## src/rtl/pipe_ctrl_pkg.sv

```systemverilog
// Shared encodings for the pipeline hazard/interrupt control slice:
// forwarding mux selects, interrupt push selects and the sequencer state type.
package pipe_ctrl_pkg;

  // Execute-stage forwarding mux selects
  localparam logic [1:0] FWD_RF  = 2'b00;  // register file operand
  localparam logic [1:0] FWD_EXM = 2'b01;  // EX/MEM ALU_out
  localparam logic [1:0] FWD_MWB = 2'b10;  // MEM/WB write data

  // Interrupt stack push selects
  localparam logic [1:0] PUSH_SEL_PC_H  = 2'b00;
  localparam logic [1:0] PUSH_SEL_PC_L  = 2'b01;
  localparam logic [1:0] PUSH_SEL_FLAGS = 2'b10;

  typedef enum logic [2:0] {
    IDLE,
    DRAIN,
    PUSH_H,
    PUSH_L,
    PUSH_F,
    VECTOR
  } int_state_t;

  // Saturating 16-bit increment used by the optional performance counters
  function automatic logic [15:0] sat_inc(input logic [15:0] v, input logic en);
    return (en && (v != 16'hFFFF)) ? (v + 16'd1) : v;
  endfunction

endpackage

```

## src/rtl/fwd_unit.sv

```systemverilog
// Operand forwarding comparator for one Execute-stage operand.
// EX/MEM has priority over MEM/WB; with FWD_DEPTH = 1 only EX/MEM is used.
module fwd_unit
  import pipe_ctrl_pkg::*;
#(
  parameter int unsigned N         = 3,
  parameter int unsigned FWD_DEPTH = 2
) (
  input  logic [N-1:0] ex_addr,
  input  logic [N-1:0] mem_dst,
  input  logic         mem_reg_write,
  input  logic [N-1:0] wb_dst,
  input  logic         wb_reg_write,
  output logic [1:0]   sel
);

  // Pick the youngest in-flight producer of this operand
  always_comb begin
    sel = FWD_RF;
    if (mem_reg_write && (mem_dst == ex_addr)) begin
      sel = FWD_EXM;
    end else if ((FWD_DEPTH >= 2) && wb_reg_write && (wb_dst == ex_addr)) begin
      sel = FWD_MWB;
    end
  end

endmodule

```

## src/rtl/pipe_hazard_ctrl.sv

```systemverilog
// Pipeline control unit for the five-stage core: operand forwarding selects,
// load-use stall, taken-branch flush and the interrupt entry sequencer
// (drain, push PC high/low, push flags, vector).
// Optional build macro HAZ_PERF_CNT_EN adds saturating stall/flush counters.
module pipe_hazard_ctrl
  import pipe_ctrl_pkg::*;
#(
  parameter int unsigned N            = 3,
  parameter int unsigned DRAIN_CYCLES = 3,
  parameter int unsigned FWD_DEPTH    = 2
) (
  input  logic         clk,
  input  logic         rst,
  input  logic         interrupt,
  input  logic [N-1:0] id_src,
  input  logic [N-1:0] id_dst,
  input  logic         id_uses_src,
  input  logic         id_uses_dst,
  input  logic [N-1:0] ex_src,
  input  logic [N-1:0] ex_dst,
  input  logic         ex_mem_read,
  input  logic [N-1:0] mem_dst,
  input  logic [N-1:0] wb_dst,
  input  logic         mem_reg_write,
  input  logic         wb_reg_write,
  input  logic         branch_taken,
  output logic [1:0]   fu_src_sel,
  output logic [1:0]   fu_dst_sel,
  output logic         pc_enb,
  output logic         f_d_enb,
  output logic         f_d_flush,
  output logic         d_e_flush,
  output logic         int_push,
  output logic [1:0]   int_push_sel,
  output logic         int_vec_load,
  output logic         int_busy
`ifdef HAZ_PERF_CNT_EN
  ,
  output logic [15:0]  stall_cnt,
  output logic [15:0]  flush_cnt
`endif
);

  localparam int unsigned CW = (DRAIN_CYCLES > 1) ? $clog2(DRAIN_CYCLES) : 1;
  localparam logic [CW-1:0] CNT_RELOAD = CW'(DRAIN_CYCLES - 1);

  int_state_t    state_q, state_d;
  logic [CW-1:0] cnt_q, cnt_d;
  logic          int_q;
  // pending_q: request being (or about to be) serviced; held_q: one more
  // request that arrived while the sequencer was already busy.
  logic          pending_q, pending_d;
  logic          held_q, held_d;
  logic          load_use;
  logic          int_edge;
  logic          vec_entry;
  logic [1:0]    src_sel, dst_sel;

  assign load_use = ex_mem_read &&
                    ((id_uses_src && (id_src == ex_dst)) ||
                     (id_uses_dst && (id_dst == ex_dst)));
  assign int_edge  = interrupt && !int_q;
  assign vec_entry = (state_q == PUSH_F);

  fwd_unit #(
    .N        (N),
    .FWD_DEPTH(FWD_DEPTH)
  ) u_fwd_src (
    .ex_addr      (ex_src),
    .mem_dst      (mem_dst),
    .mem_reg_write(mem_reg_write),
    .wb_dst       (wb_dst),
    .wb_reg_write (wb_reg_write),
    .sel          (src_sel)
  );

  fwd_unit #(
    .N        (N),
    .FWD_DEPTH(FWD_DEPTH)
  ) u_fwd_dst (
    .ex_addr      (ex_dst),
    .mem_dst      (mem_dst),
    .mem_reg_write(mem_reg_write),
    .wb_dst       (wb_dst),
    .wb_reg_write (wb_reg_write),
    .sel          (dst_sel)
  );

  // Sequencer next state and drain countdown
  always_comb begin
    state_d = state_q;
    cnt_d   = cnt_q;
    case (state_q)
      IDLE: begin
        if ((pending_q || held_q || int_edge) && !load_use) begin
          state_d = DRAIN;
          cnt_d   = CNT_RELOAD;
        end
      end
      DRAIN: begin
        // A taken branch restarts the drain so the PC settles on the target,
        // which becomes the return address.
        if (branch_taken) begin
          cnt_d = CNT_RELOAD;
        end else if (cnt_q == '0) begin
          state_d = PUSH_H;
        end else begin
          cnt_d = cnt_q - 1'b1;
        end
      end
      PUSH_H:  state_d = PUSH_L;
      PUSH_L:  state_d = PUSH_F;
      PUSH_F:  state_d = VECTOR;
      VECTOR:  state_d = IDLE;
      default: state_d = IDLE;
    endcase
  end

  // Request latching: edges while busy are held and promoted at vector entry
  always_comb begin
    pending_d = pending_q;
    held_d    = held_q;
    if (state_q == IDLE) begin
      pending_d = pending_q || held_q || int_edge;
      held_d    = 1'b0;
    end else if (vec_entry) begin
      pending_d = held_q || int_edge;
      held_d    = 1'b0;
    end else begin
      held_d = held_q || int_edge;
    end
  end

  // State registers
  always_ff @(posedge clk or posedge rst) begin
    if (rst) begin
      state_q   <= IDLE;
      cnt_q     <= '0;
      int_q     <= 1'b0;
      pending_q <= 1'b0;
      held_q    <= 1'b0;
    end else begin
      state_q   <= state_d;
      cnt_q     <= cnt_d;
      int_q     <= interrupt;
      pending_q <= pending_d;
      held_q    <= held_d;
    end
  end

  // Output decode: sequencer first, then load-use, then branch on top
  always_comb begin
    fu_src_sel   = FWD_RF;
    fu_dst_sel   = FWD_RF;
    pc_enb       = 1'b1;
    f_d_enb      = 1'b1;
    f_d_flush    = 1'b0;
    d_e_flush    = 1'b0;
    int_push     = 1'b0;
    int_push_sel = PUSH_SEL_PC_H;
    int_vec_load = 1'b0;
    int_busy     = 1'b0;
    if (!rst) begin
      fu_src_sel = src_sel;
      fu_dst_sel = dst_sel;
      int_busy   = (state_q != IDLE);
      case (state_q)
        DRAIN: begin
          pc_enb    = 1'b0;
          f_d_enb   = 1'b0;
          d_e_flush = 1'b1;
        end
        PUSH_H, PUSH_L, PUSH_F: begin
          pc_enb    = 1'b0;
          f_d_enb   = 1'b0;
          d_e_flush = 1'b1;
          int_push  = 1'b1;
          if (state_q == PUSH_L) begin
            int_push_sel = PUSH_SEL_PC_L;
          end else if (state_q == PUSH_F) begin
            int_push_sel = PUSH_SEL_FLAGS;
          end
        end
        VECTOR: begin
          int_vec_load = 1'b1;
          f_d_flush    = 1'b1;
          d_e_flush    = 1'b1;
        end
        default: ;
      endcase
      if (load_use) begin
        pc_enb    = 1'b0;
        f_d_enb   = 1'b0;
        d_e_flush = 1'b1;
      end
      if (branch_taken) begin
        pc_enb    = 1'b1;
        f_d_enb   = 1'b1;
        f_d_flush = 1'b1;
        d_e_flush = 1'b1;
      end
    end
  end

`ifdef HAZ_PERF_CNT_EN
  logic [15:0] stall_q, flush_q;

  // Stall cycles exclude those overridden by a taken branch
  always_ff @(posedge clk or posedge rst) begin
    if (rst) begin
      stall_q <= '0;
      flush_q <= '0;
    end else begin
      stall_q <= sat_inc(stall_q, load_use && !branch_taken);
      flush_q <= sat_inc(flush_q, branch_taken);
    end
  end

  assign stall_cnt = stall_q;
  assign flush_cnt = flush_q;
`endif

endmodule
```

## config.mk

```make
export PLATFORM = sky130hd
export DESIGN_NAME = pipe_hazard_ctrl
export DESIGN_NICKNAME = d
export VERILOG_FILES = /design/src/rtl/pipe_ctrl_pkg.sv /design/src/rtl/fwd_unit.sv /design/src/rtl/pipe_hazard_ctrl.sv
export SDC_FILE = /design/constraint.sdc
export NUM_CORES = 1
export LEC_CHECK = 0
export CAP_MARGIN = 0
export CORE_MARGIN = 2
export CORE_UTILIZATION = 41
export DETAILED_ROUTE_END_ITERATION = 12
export PLACE_DENSITY = 0.84
export SLEW_MARGIN = 20
export SYNTH_ARGS = -nofsm -noshare
export SYNTH_HDL_FRONTEND = slang
export SYNTH_SLANG_ARGS = --single-unit
```

## constraint.sdc

```tcl
create_clock -name clk -period 4.85 [get_ports clk]
set_clock_uncertainty 0.15 [all_clocks]
set_input_delay 0.97 -clock clk [delete_from_list [all_inputs] [get_ports clk]]
set_output_delay 0.97 -clock clk [all_outputs]
set_load 0.02 [all_outputs]
```

# Word-level counts from Yosys, hierarchy flattened
# Index checks and enable logic that the tools add are counted.
# totals
ff_bits	8
wordCells	83
# op_classes
add_sub_neg	1
n_eq_ne	15
muxes	37
n_reduce_logical	25
# op_table
op	n
$mux 2	13
$mux 1	19
$eq 3x3->1	6
$pmux 3 s5	1
$logic_and 1x1->1	9
$mux 3	3
$eq 3x2->1 const B	2
$eq 3x3->1 const B	2
$ne 2x2->1 const B	3
$reduce_and 3->1	2
$reduce_or 5->1	1
$logic_or 1x1->1	4
$pmux 2 s2	1
$reduce_bool 2->1	2
$reduce_or 4->1	1
$eq 3x1->1 const B	1
$logic_not 3->1	1
$ne 3x3->1 const B	1
$reduce_bool 3->1	1
$reduce_or 3->1	1
$logic_not 1->1	2
$logic_not 2->1	1
$sub 2x1->2 const B	1

# Logic depth before layout (Yosys ltp)
# depth
ltp_word	8
mapped_depth	7

# Hierarchy
# From an unflattened synthesis, not the netlist that was laid out.
# unflattened
cells_unflattened	92
area_unflattened_um2	768.2
# modules_own_cells
mod	n_inst	cells_each	area_per_inst_um2
pipe_hazard_ctrl	1	74	615.6
fwd_unit	2	9	76.3

# Worst setup path before layout
# Ideal clock, no wire load.
# synth_path
path_kind	input -> output
start	input ex_dst[1]
end	output pc_enb
arrival_ns	2.286
t_required_ns	3.730
path_slack_ns	1.444
stages	7
path_buffers	2
cell_sequence	buf_2 > xnor2_1 > nand4_1 > a21boi_2 > a21oi_1 > or3_1 > buf_4
# synth_between
elab_chain_cells	7
word_cells_on_any_way	9
classes_between	eq/ne (2); mux (3); reduce/logical (4)
# synth_lines
item	line	rtl
start, declared	pipe_hazard_ctrl.sv:20	input logic [N-1:0] ex_dst,
$eq 3x3->1, on equally long branches	pipe_hazard_ctrl.sv:60, pipe_hazard_ctrl.sv:61	
$logic_and 1x1->1, on equally long branches	pipe_hazard_ctrl.sv:60, pipe_hazard_ctrl.sv:61	
$logic_or 1x1->1 (*)	pipe_hazard_ctrl.sv:60	((id_uses_src && (id_src == ex_dst)) ||
$logic_and 1x1->1 (*)	pipe_hazard_ctrl.sv:59	assign load_use = ex_mem_read &&
$mux 1 (*) (3 in series)	-	
end, declared	pipe_hazard_ctrl.sv:29	output logic pc_enb,
# Mark *: on every way between the ends. The rest lies on a longest branch, timed or not.

# Worst setup path after layout
# layout_path
start	input ex_dst[2]
end	output pc_enb
# layout_between
elab_chain_cells	7
word_cells_on_any_way	9
classes_between	eq/ne (2); mux (3); reduce/logical (4)
# layout_lines
item	line	rtl
$eq 3x3->1, on equally long branches	pipe_hazard_ctrl.sv:60, pipe_hazard_ctrl.sv:61	
$logic_and 1x1->1, on equally long branches	pipe_hazard_ctrl.sv:60, pipe_hazard_ctrl.sv:61	
$logic_or 1x1->1 (*)	pipe_hazard_ctrl.sv:60	
$logic_and 1x1->1 (*)	pipe_hazard_ctrl.sv:59	
$mux 1 (*)	pipe_hazard_ctrl.sv:191	if (load_use) begin
$mux 1 (*)	pipe_hazard_ctrl.sv:196	if (branch_taken) begin
$mux 1 (*)	pipe_hazard_ctrl.sv:163	if (!rst) begin
# Marked as above.

==> flow_summary.ini <==
[timing]
rsz0062_at_grt = no
clock.fmax_mhz = 239
hold_viol = 0
setup_viol = 0
worst_pin_slew_ns = 0.377
timing.setup.tns_ns = 0
period_share = 0.863
fin_crit_ns = 4.18
maxSlewHeadroom = 0.748
slew_violations = 0
final.setup.worst_slack_ns = 0.666

[pwr]
p_leak_uw = 0.000458
p_per_area_nw_per_um2 = 361
p_total_uw = 415
ir_worst_vdd_mv = 0.155

[critical_path]
critPathRequiredTime_ns = 3.73
cp-end-kind = output port
crit_fanout = 4
worstReg2RegEnd = cnt_q[0]$_DFFE_PP0P_
critPathLaunchType = primary input
setup.worst_path.end = pc_enb
timing.rr.start = state_q[1]$_DFFE_PP0P_
crit_start = ex_dst[2]
critPathArrivalTime_ns = 3.06
crit_type = primary input to output port
rrSetupSlack_ns = 3.02
r2r_cells = 3

[cells_and_area]
area_delta_synth_final_pct = 53.8
layout_common_cells = 39 x clkdlybuf4s50_1, 15 x xnor2_1, 11 x nor2_1, 8 x dfrtp_1, 5 x inv_1
final_common_cell = clkdlybuf4s50_1
drive_above_1_share = 0.0574
diodes = 0
stdcell_count = 147
final_util = 0.665
final_nets = 152
seqCellArea_um2 = 200
multiInputGateArea_um2 = 485
n_fill_cell = 139

[floorplan]
die_area_um2 = 2180
core_um2 = 1730
num_rows = 15
start_util = 0.433
fp.dieH_um = 46.7
die_x_um = 46.7
ios = 40

[drt]
route.antenna.remaining_nets = 0
vias_per_cell = 4.90
drt_wl_total_um = 1660
vias = 721
wl_per_cell_um = 11.3
firstDrtPassIters = 3
drt_iter0_markers = 6
drc_errors = 0

[min_path]
hold_class = register to register

[global_route]
grt_start_max_net_pins = 11
grt_overflow_total = 0
grt_pass1_wl_um = 2810
grt_pass1_vias = 705
grt_usage = 0.183
grt_antenna_before_repair = 0

[clocking]
cts_root_buf = clkbuf_4
cts_hold_buf = 0
cts_setup_buffers = 0
htreeDepth = 1
clockBufferDepth = 2
cts.clk_slew.worst_paths_ns = 0.06
clk_latency_ns = 0.25
cts_tree = built
cts-buffers-inserted = 3
ctsResizeCount = 0
cts_sinks = 8

[logic_synthesis]
ys_ff_latch = 8
synth_flop_cell = dfrtp_1
yosys_warnings = 0
synth_edf_count = 0
yosysSeqAreaShare = 0.268
synth_fp_nets = 114
async_flop_share = 1.00
avgSynthCellArea_um2 = 8.69
syn_area_um2 = 747
synthCells = 86
ys_types = 32

[place]
place_ws_ns = 0.646
place_congestion = 0.704
io_buffers = 39
dp_hpwl_um = 1390
dp_cells = 144

[run]
maxCapViolations = 0

[status]
status = completed
## synthesized netlist by cell type (all sizes together) (2+ instances only)
library cell | count | area share
inv | 5 | 0.025
clkbuf | 2 | 0.010
a21oi | 4 | 0.027
nor3 | 2 | 0.013
nor2 | 11 | 0.055
nand2 | 4 | 0.020
nand4 | 4 | 0.033
and4 | 2 | 0.023
or3 | 2 | 0.023
xnor2 | 15 | 0.18
nor2b | 2 | 0.017
xor2 | 4 | 0.047
buf | 4 | 0.047
a21o | 3 | 0.030
dfrtp | 8 | 0.27
## state kept, by name, summed over array words and instances (netlist names)
| register | flops |
|---|---|
| state_q | 3 |
| cnt_q | 2 |
| held_q | 1 |
| int_q | 1 |
| pending_q | 1 |
## final cells by class
cell class / count / area share
tap: 25 / 0.0272
multi-input combinational: 67 / 0.423
inverter: 5 / 0.0163
sequential: 8 / 0.174
timing repair buffer: 39 / 0.340
clock buffer: 3 / 0.0196
## how the worst min path moves through the flow
stage | start | to | slack, ns | cells after the start
after floorplan | pending_q$_DFFE_PP0P_ | pending_q$_DFFE_PP0P_ | 0.32 | 1
after global placement | pending_q$_DFFE_PP0P_ | pending_q$_DFFE_PP0P_ | 0.34 | 1
after detailed placement | cnt_q[0]$_DFFE_PP0P_ | cnt_q[0]$_DFFE_PP0P_ | 0.37 | 1
after CTS | cnt_q[1]$_DFFE_PP0P_ | cnt_q[1]$_DFFE_PP0P_ | 0.39 | 2
after global routing | pending_q$_DFFE_PP0P_ | pending_q$_DFFE_PP0P_ | 0.40 | 1
final | cnt_q[1]$_DFFE_PP0P_ | cnt_q[1]$_DFFE_PP0P_ | 0.38 | 2
## stage by stage
| stage | area [um^2] | hold slack (ns) |
|---|---|---|
| floorplan | 747 | 0.324 |
| global placement | 1130 | 0.342 |
| detailed placement | 1130 | 0.372 |
| CTS | 1150 | 0.387 |
| global route | 1150 | 0.403 |
| finish | 1150 | 0.383 |
## critical path, cell delays in order
cell and delay, ns:
clkdlybuf4s50_1 0.59, xnor2_1 0.15, nand4_1 0.12, a21boi_2 0.28, a21oi_1 0.06, or3_1 0.33
clkdlybuf4s50_1 0.55
## per-layer routing
metal,track usage,vias up,share of wire
li1,-,365,-
met1,0.205,325,0.41
met2,0.306,31,0.48
met3,0.0706,0,0.11
met4,0.0833,0,0
met5,0,-,0
## kinds of logic after synthesis
family	synth area share
multiplexers	0.0335
buffers and inverters	0.0821
AND/OR/NAND/NOR	0.236
adder cells (fa/ha/maj)	0.0167
AO/OA/AOI/OAI	0.141
XOR/XNOR	0.223
flip-flops	0.268
## report_power, final
group	switching, uW	leakage (uW)	internal, uW
clock network	22.4	0.0000138	28.3
logic	109	0.000350	132
registers	31.0	0.0000945	92.0
Note: power is estimated with default switching activity, not from simulation.
